File: config.mk
export PLATFORM = sky130hd
export DESIGN_NAME = fifo_event_reader
export DESIGN_NICKNAME = d
export VERILOG_FILES = /design/src/rtl/fifo_event_reader.sv
export SDC_FILE = /design/constraint.sdc
export NUM_CORES = 1
export LEC_CHECK = 0
export ABC_AREA = 1
export CAP_MARGIN = 40
export CORE_ASPECT_RATIO = 1.2
export CORE_MARGIN = 5
export CORE_UTILIZATION = 28
export DETAILED_ROUTE_END_ITERATION = 12
export PLACE_DENSITY = 0.61
export SYNTH_ARGS = -nofsm -noshare
export SYNTH_HDL_FRONTEND = slang
export SYNTH_SLANG_ARGS = --single-unit
export TNS_END_PERCENT = 10
File: constraint.sdc
create_clock -name clk_i -period 2.8 [get_ports clk_i]
set_input_delay 0.84 -clock clk_i [delete_from_list [all_inputs] [get_ports clk_i]]
set_output_delay 0.84 -clock clk_i [all_outputs]
set_load 0.005 [all_outputs]
File: src/rtl/fifo_event_reader.sv
// rtl/fifo_event_reader.sv - global event FIFO consumer: header decode, framed sample stream, counters
// Pops one word at a time, strips headers and forwards HOWMANY tagged samples per event.
module fifo_event_reader #(
    parameter int WIDTH     = 16,
    parameter int SIZE      = 8,
    parameter int CHAN_BITS = 3,
    parameter int BC_BITS   = 12
) (
    input  logic                 clk_i,
    input  logic                 rst_n_i,
    input  logic [SIZE-1:0]      howmany_i,
    input  logic [WIDTH-1:0]     fifo_dout_i,
    input  logic                 fifo_empty_i,
    output logic                 fifo_rd_en_o,
    output logic [WIDTH-1:0]     m_data_o,
    output logic [CHAN_BITS-1:0] m_chan_o,
    output logic [BC_BITS-1:0]   m_bc_o,
    output logic                 m_sof_o,
    output logic                 m_eof_o,
    output logic                 m_valid_o,
    input  logic                 m_ready_i,
    output logic                 busy_o,
    output logic [15:0]          evt_cnt_o,
    output logic [7:0]           err_cnt_o
);

    typedef enum logic {S_IDLE, S_DATA} state_t;

    localparam logic [SIZE-1:0] ONE = {{(SIZE-1){1'b0}}, 1'b1};

    state_t               state_q, state_d;
    logic                 inflight_q, inflight_d;
    logic [SIZE-1:0]      cnt_q, cnt_d;
    logic [WIDTH-1:0]     data_q, data_d;
    logic [CHAN_BITS-1:0] chan_q, chan_d;
    logic [BC_BITS-1:0]   bc_q, bc_d;
    logic                 sof_q, sof_d;
    logic                 eof_q, eof_d;
    logic                 valid_q, valid_d;
    logic [15:0]          evt_q, evt_d;
    logic [7:0]           err_q, err_d;
    logic                 pop;
    logic                 last;

    // Gating with rst_n_i keeps the strobe low while reset is held.
    assign pop  = rst_n_i && !fifo_empty_i && !inflight_q && (!valid_q || m_ready_i);
    assign last = (cnt_q == howmany_i - ONE);

    always_comb begin
        state_d    = state_q;
        inflight_d = pop;
        cnt_d      = cnt_q;
        data_d     = data_q;
        chan_d     = chan_q;
        bc_d       = bc_q;
        sof_d      = sof_q;
        eof_d      = eof_q;
        valid_d    = valid_q;
        evt_d      = evt_q;
        err_d      = err_q;

        if (valid_q && m_ready_i) begin
            valid_d = 1'b0;
        end

        // A word popped last cycle is on fifo_dout_i now.
        if (inflight_q) begin
            case (state_q)
                S_IDLE: begin
                    if (!fifo_dout_i[WIDTH-1]) begin
                        chan_d = fifo_dout_i[CHAN_BITS+BC_BITS-1:BC_BITS];
                        bc_d   = fifo_dout_i[BC_BITS-1:0];
                        cnt_d  = '0;
                        if (howmany_i == '0) begin
                            evt_d = evt_q + 16'd1;
                        end else begin
                            state_d = S_DATA;
                        end
                    end else if (err_q != 8'hFF) begin
                        err_d = err_q + 8'd1;
                    end
                end
                S_DATA: begin
                    data_d  = fifo_dout_i;
                    valid_d = 1'b1;
                    sof_d   = (cnt_q == '0);
                    eof_d   = last;
                    cnt_d   = cnt_q + ONE;
                    if (last) begin
                        evt_d   = evt_q + 16'd1;
                        state_d = S_IDLE;
                    end
                end
                default: state_d = S_IDLE;
            endcase
        end
    end

    always_ff @(posedge clk_i or negedge rst_n_i) begin
        if (!rst_n_i) begin
            state_q    <= S_IDLE;
            inflight_q <= 1'b0;
            cnt_q      <= '0;
            data_q     <= '0;
            chan_q     <= '0;
            bc_q       <= '0;
            sof_q      <= 1'b0;
            eof_q      <= 1'b0;
            valid_q    <= 1'b0;
            evt_q      <= '0;
            err_q      <= '0;
        end else begin
            state_q    <= state_d;
            inflight_q <= inflight_d;
            cnt_q      <= cnt_d;
            data_q     <= data_d;
            chan_q     <= chan_d;
            bc_q       <= bc_d;
            sof_q      <= sof_d;
            eof_q      <= eof_d;
            valid_q    <= valid_d;
            evt_q      <= evt_d;
            err_q      <= err_d;
        end
    end

    assign fifo_rd_en_o = pop;
    assign m_data_o     = data_q;
    assign m_chan_o     = chan_q;
    assign m_bc_o       = bc_q;
    assign m_sof_o      = sof_q;
    assign m_eof_o      = eof_q;
    assign m_valid_o    = valid_q;
    assign busy_o       = (state_q != S_IDLE) || inflight_q;
    assign evt_cnt_o    = evt_q;
    assign err_cnt_o    = err_q;

endmodule

After elaboration in Yosys (flattened, before gate mapping)
Cells that the tools add are included.
Operators by class
  add/sub/neg operators: 4
  equal/unequal tests: 5
  mux-type cells: 13
  bitwise operators: 2
  reductions and logical operators: 16
Operators with widths (number)
  16-bit two-way mux: 3
  16-bit case mux with 2 select lines: 1
  16-bit by 1-bit adder with 16-bit output (second input constant): 1
  8-bit by 1-bit adder with 8-bit output (second input constant): 2
  8-bit logical NOT: 2
  8-bit case mux with 2 select lines: 1
  8-bit equality test: 1
  8-bit two-way mux: 1
  8-bit != test (second input constant): 1
  4-bit AND reduction: 2
  8-bit by 1-bit subtractor with 8-bit output (second input constant): 1
  1-bit two-way mux: 6
  1-bit logical AND: 4
  2-bit != test (second input constant): 2
  2-bit AND reduction: 2
  1-bit logical NOT: 3
  3-bit AND reduction: 1
  1-bit logical OR: 2
  2-bit by 1-bit != test with 1-bit output (second input constant): 1
  1-bit NOT: 2
  1-bit case mux with 2 select lines: 1
Word-level totals
  register bits: 68
  bits of input ports: 28
  output and inout bits: 60
  word-level logic and storage cells: 51

Logic depth before layout (Yosys ltp)
  depth after elaboration: 4
  depth in mapped cells: 15
  depth with buffers taken out: 14

Worst setup path before layout
Ideal clock, no wire load.
  kind: in2reg
  from: input howmany_i[0]
  to: register evt_q[6] (netlist: evt_cnt_o[6])
  library setup time: 0.117 ns
  arrival time: 2.164 ns
  data required time: 2.683 ns
  setup slack: 0.519 ns
  stages: 14
  buffers on the path: 1
  path through: inv_1 ha_1 inv_1 nand2_1 nand3_1 nand2_1 nand3_1 nor2_2 nand3_2 nand2_4 nand2_4 buf_6 nand2_1 nand2_1
On the way
  cells in the longest elaborated chain, start to end: 4
  elaborated cells on any way between the ends: 6
  classes of those cells: 1 x add/sub; 3 x eq/ne; 2 x reduce/logical
RTL lines
  start: declaration: RTL line 11  | input logic [SIZE-1:0] howmany_i,
  8-bit by 1-bit subtractor with 8-bit output: RTL line 47  | assign last = (cnt_q == howmany_i - ONE);
  8-bit equality test: RTL line 47
  2-bit by 1-bit != test with 1-bit output (no line)
  4-bit AND reduction (no line) *
  end signal: assignment: RTL line 122  | evt_q <= evt_d;
  end: declaration: RTL line 40  | logic [15:0] evt_q, evt_d;
Mark *: on every way between the ends. The rest lies on a longest branch, timed or not.
A chain may end at the register's enable or synchronous reset.

Worst setup path after layout
  from: input m_ready_i
  to: output fifo_rd_en_o
On the way
  cells in the longest elaborated chain, start to end: 2
RTL lines
  start: declaration: RTL line 21  | input logic m_ready_i,
  1-bit logical OR: RTL line 46  | assign pop = rst_n_i && !fifo_empty_i && !inflight_q && (!valid_q || m_ready_i);
  1-bit logical AND: RTL line 46
  end: declaration: RTL line 14  | output logic fifo_rd_en_o,
Every way passes these cells.

==> reports/qor.yml <==
worst_setup_path:
  arrival_ns: 1.75
  critical_path.cell_chain: "clkdlybuf4s50_1 > o211a_1 > dlygate4sd2_1"
  ff2ff_path_depth: 6
  critical_path.startpoint: "m_ready_i"
  path_depth: 3
  rrSetupSlack_ns: 1.10
  required_ns: 1.96
  rr_startpoint: "state_q"
  crit_slowest_cell: "clkdlybuf4s50_1"
  path_buf_inv: 2
  worst_r2r_endpoint: "evt_cnt_o[6]"
  start_kind: "primary input"
  crit_family: "buffers and inverters"
  path_max_fanout: 2
  endpoint_kind: "output pin"
  crit_type: "in2out"
  slowest_delay_ns: 0.42
  cp-endpoint: "fifo_rd_en_o"
logic_synthesis:
  ys_types: 29
  synthArstFlopShare_pct: 100.0
  avgSynthCellArea_sq_um: 8.204
  yosysSeqAreaShare_pct: 49.98
  synth_edf_count: 0
  yosysWarnings: 0
  synth_cells: 415
  synth_ff_type: "dfrtp_1"
  synth_nets: 449
  netlist_area_sq_um: 3405
  synth-seq-cells: 68
grt:
  antenna_found_initial: 0
  gr-total-overflow: 0
  grt_pass1_vias: 3060
  grt_max_degree: 39
  track_usage_pct: 12.39
  grt_pass1_wl_mm: 14.59
pwr:
  p_leak_uw: 0.002353
  powerDensity_nw_per_um2: 712.5
  p_sw_share_pct: 25.55
  power_frac_seq_pct: 38.6
  switchingPower_uw: 882.1
  p_int_uw: 2571
  finalPower_uw: 3453
  pwr-share-comb_pct: 23.2
  peakVddDrop_v: 0.0002879
  power.share.clock_pct: 38.1
floorplanning:
  start_util_pct: 28.37
  ios: 88
  core-area_sq_um: 12000
  dieArea_sq_um: 14470
  fp.dieH_um: 130.8
  rows: 44
  die_x_um: 110.7
cts:
  cts_tree: "built"
  path_clk_slew_ns: 0.05
  htree_levels: 3
  clk_latency_ns: 0.32
  numCtsBuffers: 9
  hold_buffers: 0
  cts-root-buf: "clkbuf_16"
  post_cts_resized: 1
  clock-sinks: 68
  cts_setup_buffers: 0
  cts.path.max_buffers: 2
job:
  cap_violations: 0
routing:
  ant_nets: 0
  viasPerCell: 4.430
  dr.first_iter.drc_count: 125
  drc: 0
  wl_per_cell_um: 12.89
  vias: 2999
  dr.pass1.iters: 4
  routed_wl_mm: 8.725
place:
  place_ws_ns: -0.02581
  dpl.cell_count: 661
  portBuffers: 87
  gp_congestion: 0.8634
  dp_hpwl_mm: 6.484
finish:
  final_cells: 677
  diodes: 0
  utilization_pct: 40.38
  final_cell_mix: "nand2_1 (115), clkdlybuf4s50_1 (85), dfrtp_1 (68)"
  drive_gt1_share_pct: 7.558
  synthToLayoutAreaGrowth_pct: 42.34
  fin_nets: 545
  layout_commonest_cell: "nand2_1"
  final.fill_count: 1262
timing:
  fin_crit_sh_pct: 92.61
  worst_slew_pin_slew_ns: 0.4250
  finalSetupTns_ns: 0
  layout_setup_ws_ns: 0.2068
  fmax_mhz: 385.6
  finalMaxSlewViolations: 0
  layout_min_cycle_time_ns: 2.593
  rsz0062_at_grt: "no"
  hold_violations: 0
  finalSetupViolCount: 0
  clock_skew_ns: 0.004427
  max_slew_margin_pct: 71.67
worst_hold_path:
  min_path_type: "reg2reg"
outcome:
  outcome: "finished clean"
-- state kept, by name (all words and copies together), names as in the netlist --
| register | count |
|---|---|
| inflight_q | 1 |
| m_eof_o | 1 |
| evt_cnt_o | 16 |
| m_chan_o | 3 |
| m_data_o | 16 |
| m_valid_o | 1 |
| err_cnt_o | 8 |
| m_sof_o | 1 |
| cnt_q | 8 |
| m_bc_o | 12 |
| state_q | 1 |
-- power groups by stage --
stage	combinational, uW	sequential [uW]	clock [uW]
2_1_floorplan	283	1340	0
3_3_place_gp	801	1340	0
3_5_place_dp	819	1350	0
4_1_cts	821	1340	1360
5_1_grt	887	1360	1400
6_report	802	1330	1320
-- cell families after synthesis --
| logic type | Yosys count | share of synthesized area (%) |
|---|---|---|
| buffers and inverters | 62 | 7.277 |
| adder cells (fa/ha/maj) | 6 | 2.205 |
| AND/OR/NAND/NOR | 206 | 26.68 |
| flip-flops | 68 | 49.98 |
| AO/OA/AOI/OAI | 48 | 7.350 |
| XOR/XNOR | 24 | 6.174 |
| multiplexers | 1 | 0.3307 |
-- synth_stat cells (2+ instances only) --
cell type  count  area (sq um)
nand4_1       10         62.56
nor3_1         3         15.01
nand2_1      115         431.7
dfrtp_1       68          1702
a21oi_1        3         15.01
xnor2_1       15         131.4
buf_2          3         15.01
nand2_2        2         12.51
inv_1         50         187.7
nand2_4        2         22.52
nand3_1       41         205.2
xor2_1         9         78.83
nand3_2        2         20.02
ha_1           6         75.07
nor2_1        24         90.09
o21ai_0       41         205.2
o22ai_1        2         12.51
nor2_2         4         25.02
clkbuf_1       5         18.77
-- cell type report --
class | instances | area (sq um) | share of cell area (%)
clock inverter | 4 | 95.09 | 1.962
inverter | 51 | 191.4 | 3.950
timing repair buffer | 96 | 944.7 | 19.49
multi-input combinational | 285 | 1455 | 30.03
sequential | 68 | 1702 | 35.11
tap | 161 | 201.4 | 4.157
clock buffer | 12 | 256.5 | 5.293
-- worst min-delay path: stages, from the launching register on --
cell	delay, ns
dfrtp_1	0.34
nand2_1	0.05
o21ai_0	0.06
-- stage by stage --
| stage | area [sq um] | hold slack, ns |
|---|---|---|
| 2_1_floorplan | 3405 | 0.4727 |
| 3_3_place_gp | 4476 | 0.4694 |
| 3_5_place_dp | 4496 | 0.4728 |
| 4_1_cts | 4846 | 0.4862 |
| 5_1_grt | 4846 | 0.5083 |
| 6_report | 4846 | 0.4846 |
-- worst min-delay path by stage --
| stage | start | to | slack (ns) | cells after the start |
|---|---|---|---|---|
| final | m_bc_o[11] | m_bc_o[11] | 0.48 | 2 |
| after global routing | m_bc_o[4] | m_bc_o[4] | 0.51 | 2 |
| after CTS | m_data_o[14] | m_data_o[14] | 0.49 | 2 |
| after detailed placement | m_data_o[14] | m_data_o[14] | 0.47 | 2 |
| after global placement | m_data_o[1] | m_data_o[1] | 0.47 | 2 |
| after floorplan | m_eof_o | m_eof_o | 0.47 | 2 |
-- layer usage --
metal | GRT usage [%] | share of wire, %
met1 | 13.91 | 43
met4 | 5.507 | 0.96
met5 | 0 | 0
met2 | 22.57 | 53
met3 | 2.902 | 3.1
No activity file was read; power rests on OpenSTA's default activity.
